`config.mk`:
```
export PLATFORM = sky130hd
export DESIGN_NAME = ra_bist_chk_pipe
export DESIGN_NICKNAME = d
export VERILOG_FILES = /design/src/rtl/ra_bist_chk_pkg.sv /design/src/rtl/ra_bist_chk_pipe.sv
export SDC_FILE = /design/constraint.sdc
export NUM_CORES = 1
export LEC_CHECK = 0
export CAP_MARGIN = 25
export CORE_UTILIZATION = 31
export CTS_BUF_LIST = sky130_fd_sc_hd__clkbuf_8
export DETAILED_ROUTE_END_ITERATION = 8
export GPL_TIMING_DRIVEN = 0
export PLACE_DENSITY = 0.74
export SETUP_SLACK_MARGIN = 0.2
export SLEW_MARGIN = 10
export SYNTH_ARGS = -nofsm -noshare
export SYNTH_HDL_FRONTEND = slang
export SYNTH_SLANG_ARGS = --single-unit
```
`constraint.sdc`:
```
create_clock -name clk -period 0.8 [get_ports clk]
set_input_delay 0.08 -clock clk [delete_from_list [all_inputs] [get_ports clk]]
set_output_delay 0.08 -clock clk [all_outputs]
set_load 0.02 [all_outputs]
```
`src/rtl/ra_bist_chk_pkg.sv`:
```
// Shared types, widths, status layout and expected-pattern helpers for the
// array BIST response analyser.
package ra_bist_chk_pkg;

  localparam int ADR_W = 6;
  localparam int DAT_W = 72;
  localparam int PH_W  = 3;
  localparam int BIT_W = 7;
  localparam int CNT_W = 8;

  localparam logic [1:0] PAT_ZERO = 2'd0;
  localparam logic [1:0] PAT_ONE  = 2'd1;
  localparam logic [1:0] PAT_CB   = 2'd2;
  localparam logic [1:0] PAT_ICB  = 2'd3;

  typedef enum logic [1:0] {
    ST_IDLE  = 2'd0,
    ST_RUN   = 2'd1,
    ST_DRAIN = 2'd2,
    ST_DONE  = 2'd3
  } state_e;

  localparam int STS_BUSY    = 31;
  localparam int STS_PASS    = 30;
  localparam int STS_FAIL    = 29;
  localparam int STS_PORT    = 28;
  localparam int STS_PH_LSB  = 25;
  localparam int STS_ADR_LSB = 19;
  localparam int STS_BIT_LSB = 12;
  localparam int STS_CNT_LSB = 4;

  typedef struct packed {
    logic             chk;
    logic [ADR_W-1:0] adr;
    logic [1:0]       pat;
    logic [PH_W-1:0]  phase;
  } tag_t;

  // Checkerboard bit i is i[0] XOR adr[0]; even address yields 0xAA..A.
  function automatic logic [DAT_W-1:0] exp_word(input logic [1:0] pat,
                                                input logic [ADR_W-1:0] adr);
    logic [DAT_W-1:0] cb;
    cb = adr[0] ? {36{2'b01}} : {36{2'b10}};
    case (pat)
      PAT_ZERO: return {DAT_W{1'b0}};
      PAT_ONE:  return {DAT_W{1'b1}};
      PAT_CB:   return cb;
      default:  return ~cb;
    endcase
  endfunction

  function automatic logic [BIT_W-1:0] low_bit(input logic [DAT_W-1:0] v);
    logic [BIT_W-1:0] r;
    r = 7'd0;
    for (int i = DAT_W - 1; i >= 0; i--) begin
      if (v[i]) r = BIT_W'(i);
    end
    return r;
  endfunction

endpackage

```
`src/rtl/ra_bist_chk_pipe.sv`:
```
// Read-latency delay line for one port's check tag; flush empties every stage.
module ra_bist_chk_pipe
  import ra_bist_chk_pkg::*;
#(
  parameter int LAT = 1
) (
  input  logic clk,
  input  logic reset,
  input  logic flush_i,
  input  tag_t tag_i,
  output tag_t tag_o
);

  tag_t stage_q [LAT];

  // Shift tags one stage per cycle; reset or flush clears all stages.
  always_ff @(posedge clk) begin
    if (reset || flush_i) begin
      for (int i = 0; i < LAT; i++) stage_q[i] <= '0;
    end else begin
      stage_q[0] <= tag_i;
      for (int i = 1; i < LAT; i++) stage_q[i] <= stage_q[i-1];
    end
  end

  assign tag_o = stage_q[LAT-1];

endmodule

```
**Yosys cells after proc, flatten, opt, wreduce, memory -nomap -nowiden**

Memory sizes are Yosys's and may differ from the RTL's.
Index checks and enable logic that the tools add are counted.

- Output and inout bits: 12
- Flip-flop bits (word level): 0
- Input bits: 15
- Memories kept: 1
- RAM bits: 12
- Logic and storage cells: 8

Memories:

| memory | depth | width | rd ports | clocked after Yosys merged registers in | write ports | line | source |
|---|---|---|---|---|---|---|---|
| stage_q | 1 | 12 | 1 | 0 | 1 | ra_bist_chk_pipe.sv:14 | `tag_t stage_q [LAT];` |

- Reduce and logical (&&, ||, !) cells: 2
- Muxes and demuxes: 5

Operators by type and width:

| kind | number |
|---|---|
| 12-bit two-way mux | 1 |
| 12-bit OR reduction | 1 |
| 1-bit two-way mux | 4 |
| 1-bit logical OR | 1 |

**Depth between registers and ports, before layout**

Gate-level depths: netlist of run 1.

- Depth in word-level cells: 4
- Depth in mapped cells: 2
- Depth with buffers taken out: 1

**Least setup slack after synthesis of run 1**

Ideal clock, no wire load.

- Path type: reg-to-output
- Start point: mem stage_q[0][0] (netlist name)
- End point: out tag_o[0] (netlist name)
- Required time: 0.720 ns
- Path buffers: 0
- Stages on the path, launching flop included: 1
- Setup slack: 0.325 ns
- Arrival time: 0.395 ns
- Path through: dfxtp_1

- Word-level cells in the longest chain between the ends: 1

Ends and longest elaborated chain:

| what | line | source |
|---|---|---|
| from (decl) | ra_bist_chk_pipe.sv:14 |  |
| memory read 1 x 12 bit | - |  |
| to (decl) | ra_bist_chk_pipe.sv:11 | `output tag_t tag_o` |

No other way between the ends.

==> metrics.txt, run 1 <==
GRT Overall Usage=16.40%; status=complete, no violations; proportion of power drawn by the clock network=38.1%; Num CTS Buffers=3; Synth cell types=4; Mapped Area=402.9 um2; Initial Util=34.85%; sequential share of the synthesized area=59.63%; CP arrival=0.67 ns; Most flops, register=stage_q; Nets=74; CTS Sinks=12; Via density=4.451; CP Capture Point=tag_o[9]; via count=316; clock slew at reported path FFs=0.05 ns; area share of the largest cell type after synthesis=59.63%; critical path depth=1; Routed WL per cell=13.82 um; Antenna diodes=0; Tightest Hold Check Type=input port to register; Port Buffers=26; largest net degree at the start of global routing=7; Fmax=1.327 GHz; flops & latches, synth=12; CP Data Required Time=0.72 ns; die width=38.05 um; crit path launch type=register; vias in the first global route=339; setup tns final=0 ns; DRT Wirelength=981 um; Setup WS post-layout=0.04647 ns; Rows=12; Root Buffer=clkbuf_8; Pint=0.001096 W; crit-path cells=buf_6; worst hold slack=0.2628 ns; post-placement worst setup slack=-0.1944 ns; Top Ports=27; GP Congestion=0.6371; # fillers=92; leading area contributor after synthesis=dfxtp_1; first-pass iteration count of the detailed router=1; Area Growth Syn to Fin=91.61%; final setup vio count=0; Worst setup EP type=output port; Max VDD drop=1395 uV; Setup CP Type=register to output port; final hold vios=0; hpwl dp=641.2 um; fin crit share=94.19%; Gate Count Post-Synth=26; Lkg Pwr=0.3139 nW; critical path buffer and inverter count=1; cell class contributing the biggest share of worst-path delay=flip-flops; Slew HR=84.82%; Max Cap Viol=0; DR iter-0 viols=0; yosys warns=0; # hold bufs at CTS=0; CTS tree=built; top post-synthesis cells by area=dfxtp_1 60%, nor3b_2 31%, buf_6 5.6%; largest registers=stage_q (12); min Tclk post-route=0.7535 ns; combinational share of power=16.0%; Seq pwr share=46.0%; postcts setup bufs=0; die area=1448 um2; Max H-tree Level=1; critical path fanouts, max=1; Largest register FFs=12; max-slew violations=0; GRT overflow=0; Worst Setup SP=stage_q[0][9]; Switching Share=21.24%; clk buf depth=2; Core Region=1156 um2; crit-path max cell delay=0.32 ns; RSZ-0062 raised after global routing=yes; die height=38.05 um; Slowest-stage cell, CP=dfxtp_2; share of layout cells above drive strength 1=75.44%; # DRC=0; Slew @ Worst Pin=0.2277 ns; first-pass GRT wire length=1449 um; sw power=0.0002957 W; PD cells=1803 nW/um2; Synth Area per Inst=15.50 um2; syn nets=41; final cell count without fillers=71; Post-DRT Antenna Nets=0; antenna violations before repair=0; Cells after DPL=66
-- metal layers --
metal,wire (um),track usage (%)
met1,319,13.36
met2,574,29.66
met3,74,8.721
met4,13,10.71
met5,0,0
-- metrics by stage --
step / power (W) / util, % / instance area (um2)
2_1_floorplan: 0.0007283 / - / 402.9
3_3_place_gp: 0.0008446 / 58.87 / 680.7
3_5_place_dp: 0.0008522 / 58.87 / 680.7
4_1_cts: 0.001405 / 65.91 / 762.0
5_1_grt: 0.001446 / 66.77 / 772.0
6_report: 0.001392 / 66.77 / 772.0
-- worst min-delay path by stage --
stage	start	endpoint	slack, ns	cells after the start
finish	reset	stage_q[0][10]	0.26	2
global route	reset	stage_q[0][10]	0.28	2
CTS	reset	stage_q[0][10]	0.23	2
detailed placement	tag_i[10]	stage_q[0][10]	0.65	2
global placement	tag_i[9]	stage_q[0][9]	0.65	2
floorplan	flush_i	stage_q[0][10]	0.16	1
-- cell families after synthesis --
| family | after synthesis | share of synthesized area (%) |
|---|---|---|
| buffers and inverters | 2 | 5.590 |
| flip-flops | 12 | 59.63 |
| AND/OR/NAND/NOR | 12 | 34.78 |
-- layout make-up --
type	count	area (um2)	area share [%]
Tap cell	14	17.52	2.269
Buffer	2	22.52	2.917
Multi-Input combinational cell	12	150.1	19.45
Clock buffer	3	41.29	5.348
Sequential cell	12	255.2	33.06
Timing Repair Buffer	28	285.3	36.95
-- placed cells by master (no fill, tap or decap) --
cell,Yosys,final
nor3b_2,10,12
clkbuf_8,0,3
dlygate4sd2_1,0,2
clkdlybuf4s50_1,0,12
dfxtp_2,0,12
buf_6,2,14
buf_4,0,1
buf_2,0,1
-- synthesized netlist by cell type --
cell,count
buf_6,2
dfxtp_1,12
nor3b_2,10
nor3b_1,2
-- power by group through the flow --
stage	clock network [W]	registers (W)	logic, W
floorplan	0	0.000672	0.0000560
global placement	0	0.000640	0.000204
detailed placement	0	0.000642	0.000210
CTS	0.000544	0.000640	0.000221
global route	0.000572	0.000640	0.000233
finish	0.000530	0.000640	0.000222
-- what timing repair did --
item                       CTS  global route
pin swaps                    0             0
gates cloned                 2             0
setup endpoints to repair   23            14
resized for setup           87             2
Power figures use the tool's default switching activity.
==> run 2, diff against run 1 <==
--- a/config.mk
+++ b/config.mk
@@ -9,7 +9,6 @@
 export CORE_UTILIZATION = 31
 export CTS_BUF_LIST = sky130_fd_sc_hd__clkbuf_8
 export DETAILED_ROUTE_END_ITERATION = 8
-export GPL_TIMING_DRIVEN = 0
 export PLACE_DENSITY = 0.74
 export SETUP_SLACK_MARGIN = 0.2
 export SLEW_MARGIN = 10
==> run 2 against run 1 <==
Clock power is 21% higher. Final cell count is 1.4% higher. First-iteration DRC count is 1 higher. Die area stayed put. Utilization is 2.1 points higher. Sequential share of layout area is 0.99 points lower. Critical path type unchanged.
==> metrics.txt, run 2 (synthesis gave the netlist of run 1 again) <==
status=complete, no violations; Post-DRT Antenna Nets=0; postcts setup bufs=0; Max H-tree Level=1; DRT Wirelength=936 um; fin area=795.8 um2; critical path buffer and inverter count=1; Port Buffers=26; die area=1448 um2; cell class contributing the biggest share of worst-path delay=flip-flops; CTS tree=built; final setup vio count=0; crit-path cells=buf_6; met1 WL=263 um; antenna violations before repair=0; hold path cells=3; GRT overflow=0; critical path fanouts, max=1; Routed WL per cell=13.00 um; Worst setup EP type=output port; clock slew at reported path FFs=0.05 ns; final hold vios=0; Tightest Hold Check Type=input port to register; Most flops, register=stage_q; Antenna diodes=0; Area Growth Syn to Fin=97.52%; worst hold slack=0.3058 ns; die width=38.05 um; Final Util=68.83%; clk buf depth=2; Root Buffer=clkbuf_8; min Tclk post-route=0.7598 ns; Max Cap Viol=0; hpwl dp=703.9 um; Setup CP Type=register to output port; crit-path max cell delay=0.32 ns; Fmax=1.316 GHz; metal3 WL=69 um; Top Ports=27; share of layout cells above drive strength 1=72.41%; Nets=74; GRT Overall Usage=14.86%; first-pass iteration count of the detailed router=2; largest registers=stage_q (12); # fillers=86; vias in the first global route=331; Num CTS Buffers=3; Hold Path End=stage_q[0][10]; Slew HR=89.65%; Rows=12; # DRC=0; setup tns final=0 ns; PD cells=1900 nW/um2; crit path launch type=register; largest net degree at the start of global routing=11; via count=319; first-pass GRT wire length=1317 um; Slew @ Worst Pin=0.1549 ns; CP arrival=0.68 ns; fin crit share=94.97%; CTS Sinks=12; Max VDD drop=1128 uV; Largest register FFs=12; Via density=4.431; Initial Util=34.85%; Core Region=1156 um2; met2 routed WL=574 um; Slowest-stage cell, CP=dfxtp_2; top routing layer in use=met4; commonest non-fill, non-tap cells in the layout=12 x clkdlybuf4s50_1, 12 x buf_6, 12 x dfxtp_2; hold_sp=reset; max-slew violations=0; DR iter-0 viols=1; Area after DPL=713.2 um2; RSZ-0062 raised after global routing=yes; die height=38.05 um; GP Congestion=0.6514; Lkg Pwr=0.3251 nW; CP Data Required Time=0.72 ns
## run 2: changes by cell type in the layout (fill, tap and decap cells not counted), sizes merged
cell	before	now
clkbuf	3	4
## run 2: per-stage QoR
step | setup WS (ns) | instances | total power (W)
3_5_place_dp | -0.1941 | 68 | 0.0008717
4_1_cts | 0.03108 | 72 | 0.001533
2_1_floorplan | 0.3249 | 26 | 0.0007283
5_1_grt | 0.02064 | 72 | 0.001574
6_report | 0.04023 | 72 | 0.001512
3_3_place_gp | -0.1653 | 68 | 0.0008631
## run 2: how the worst max path moves through the flow
| stage | depth (start not counted) | from | end |
|---|---|---|---|
| 2_1_floorplan | 0 | stage_q[0][0] | tag_o[0] |
| 3_3_place_gp | 3 | flush_i | stage_q[0][10] |
| 3_5_place_dp | 3 | flush_i | stage_q[0][9] |
| 4_1_cts | 1 | stage_q[0][10] | tag_o[10] |
| 5_1_grt | 1 | stage_q[0][10] | tag_o[10] |
| 6_report | 1 | stage_q[0][4] | tag_o[4] |
## run 2: per-layer routing
layer	track usage, %	vias up
met4	13.39	0
met1	9.854	143
met2	30.93	19
li1	-	153
met3	3.488	4
met5	0	-
## run 2: repair_timing
| item | in CTS | in global routing |
|---|---|---|
| gates resized for setup | 86 | 0 |
| hold buffers | 0 | 0 |
| setup endpoints to repair | 24 | 12 |
## run 2: layout make-up
class / count / area, um2 / share of cell area, %
Clock buffer: 4 / 55.05 / 6.918
Multi-Input combinational cell: 12 / 140.1 / 17.61
Sequential cell: 12 / 255.2 / 32.08
Tap cell: 14 / 17.52 / 2.201
Timing Repair Buffer: 30 / 327.8 / 41.19
## run 2: report_power, final
part / internal (W) / switching (W) / leakage [nW]
combinational: 0.000148 / 0.0000813 / 0.193
clock: 0.000434 / 0.000210 / 0.0288
sequential: 0.000628 / 0.0000119 / 0.103
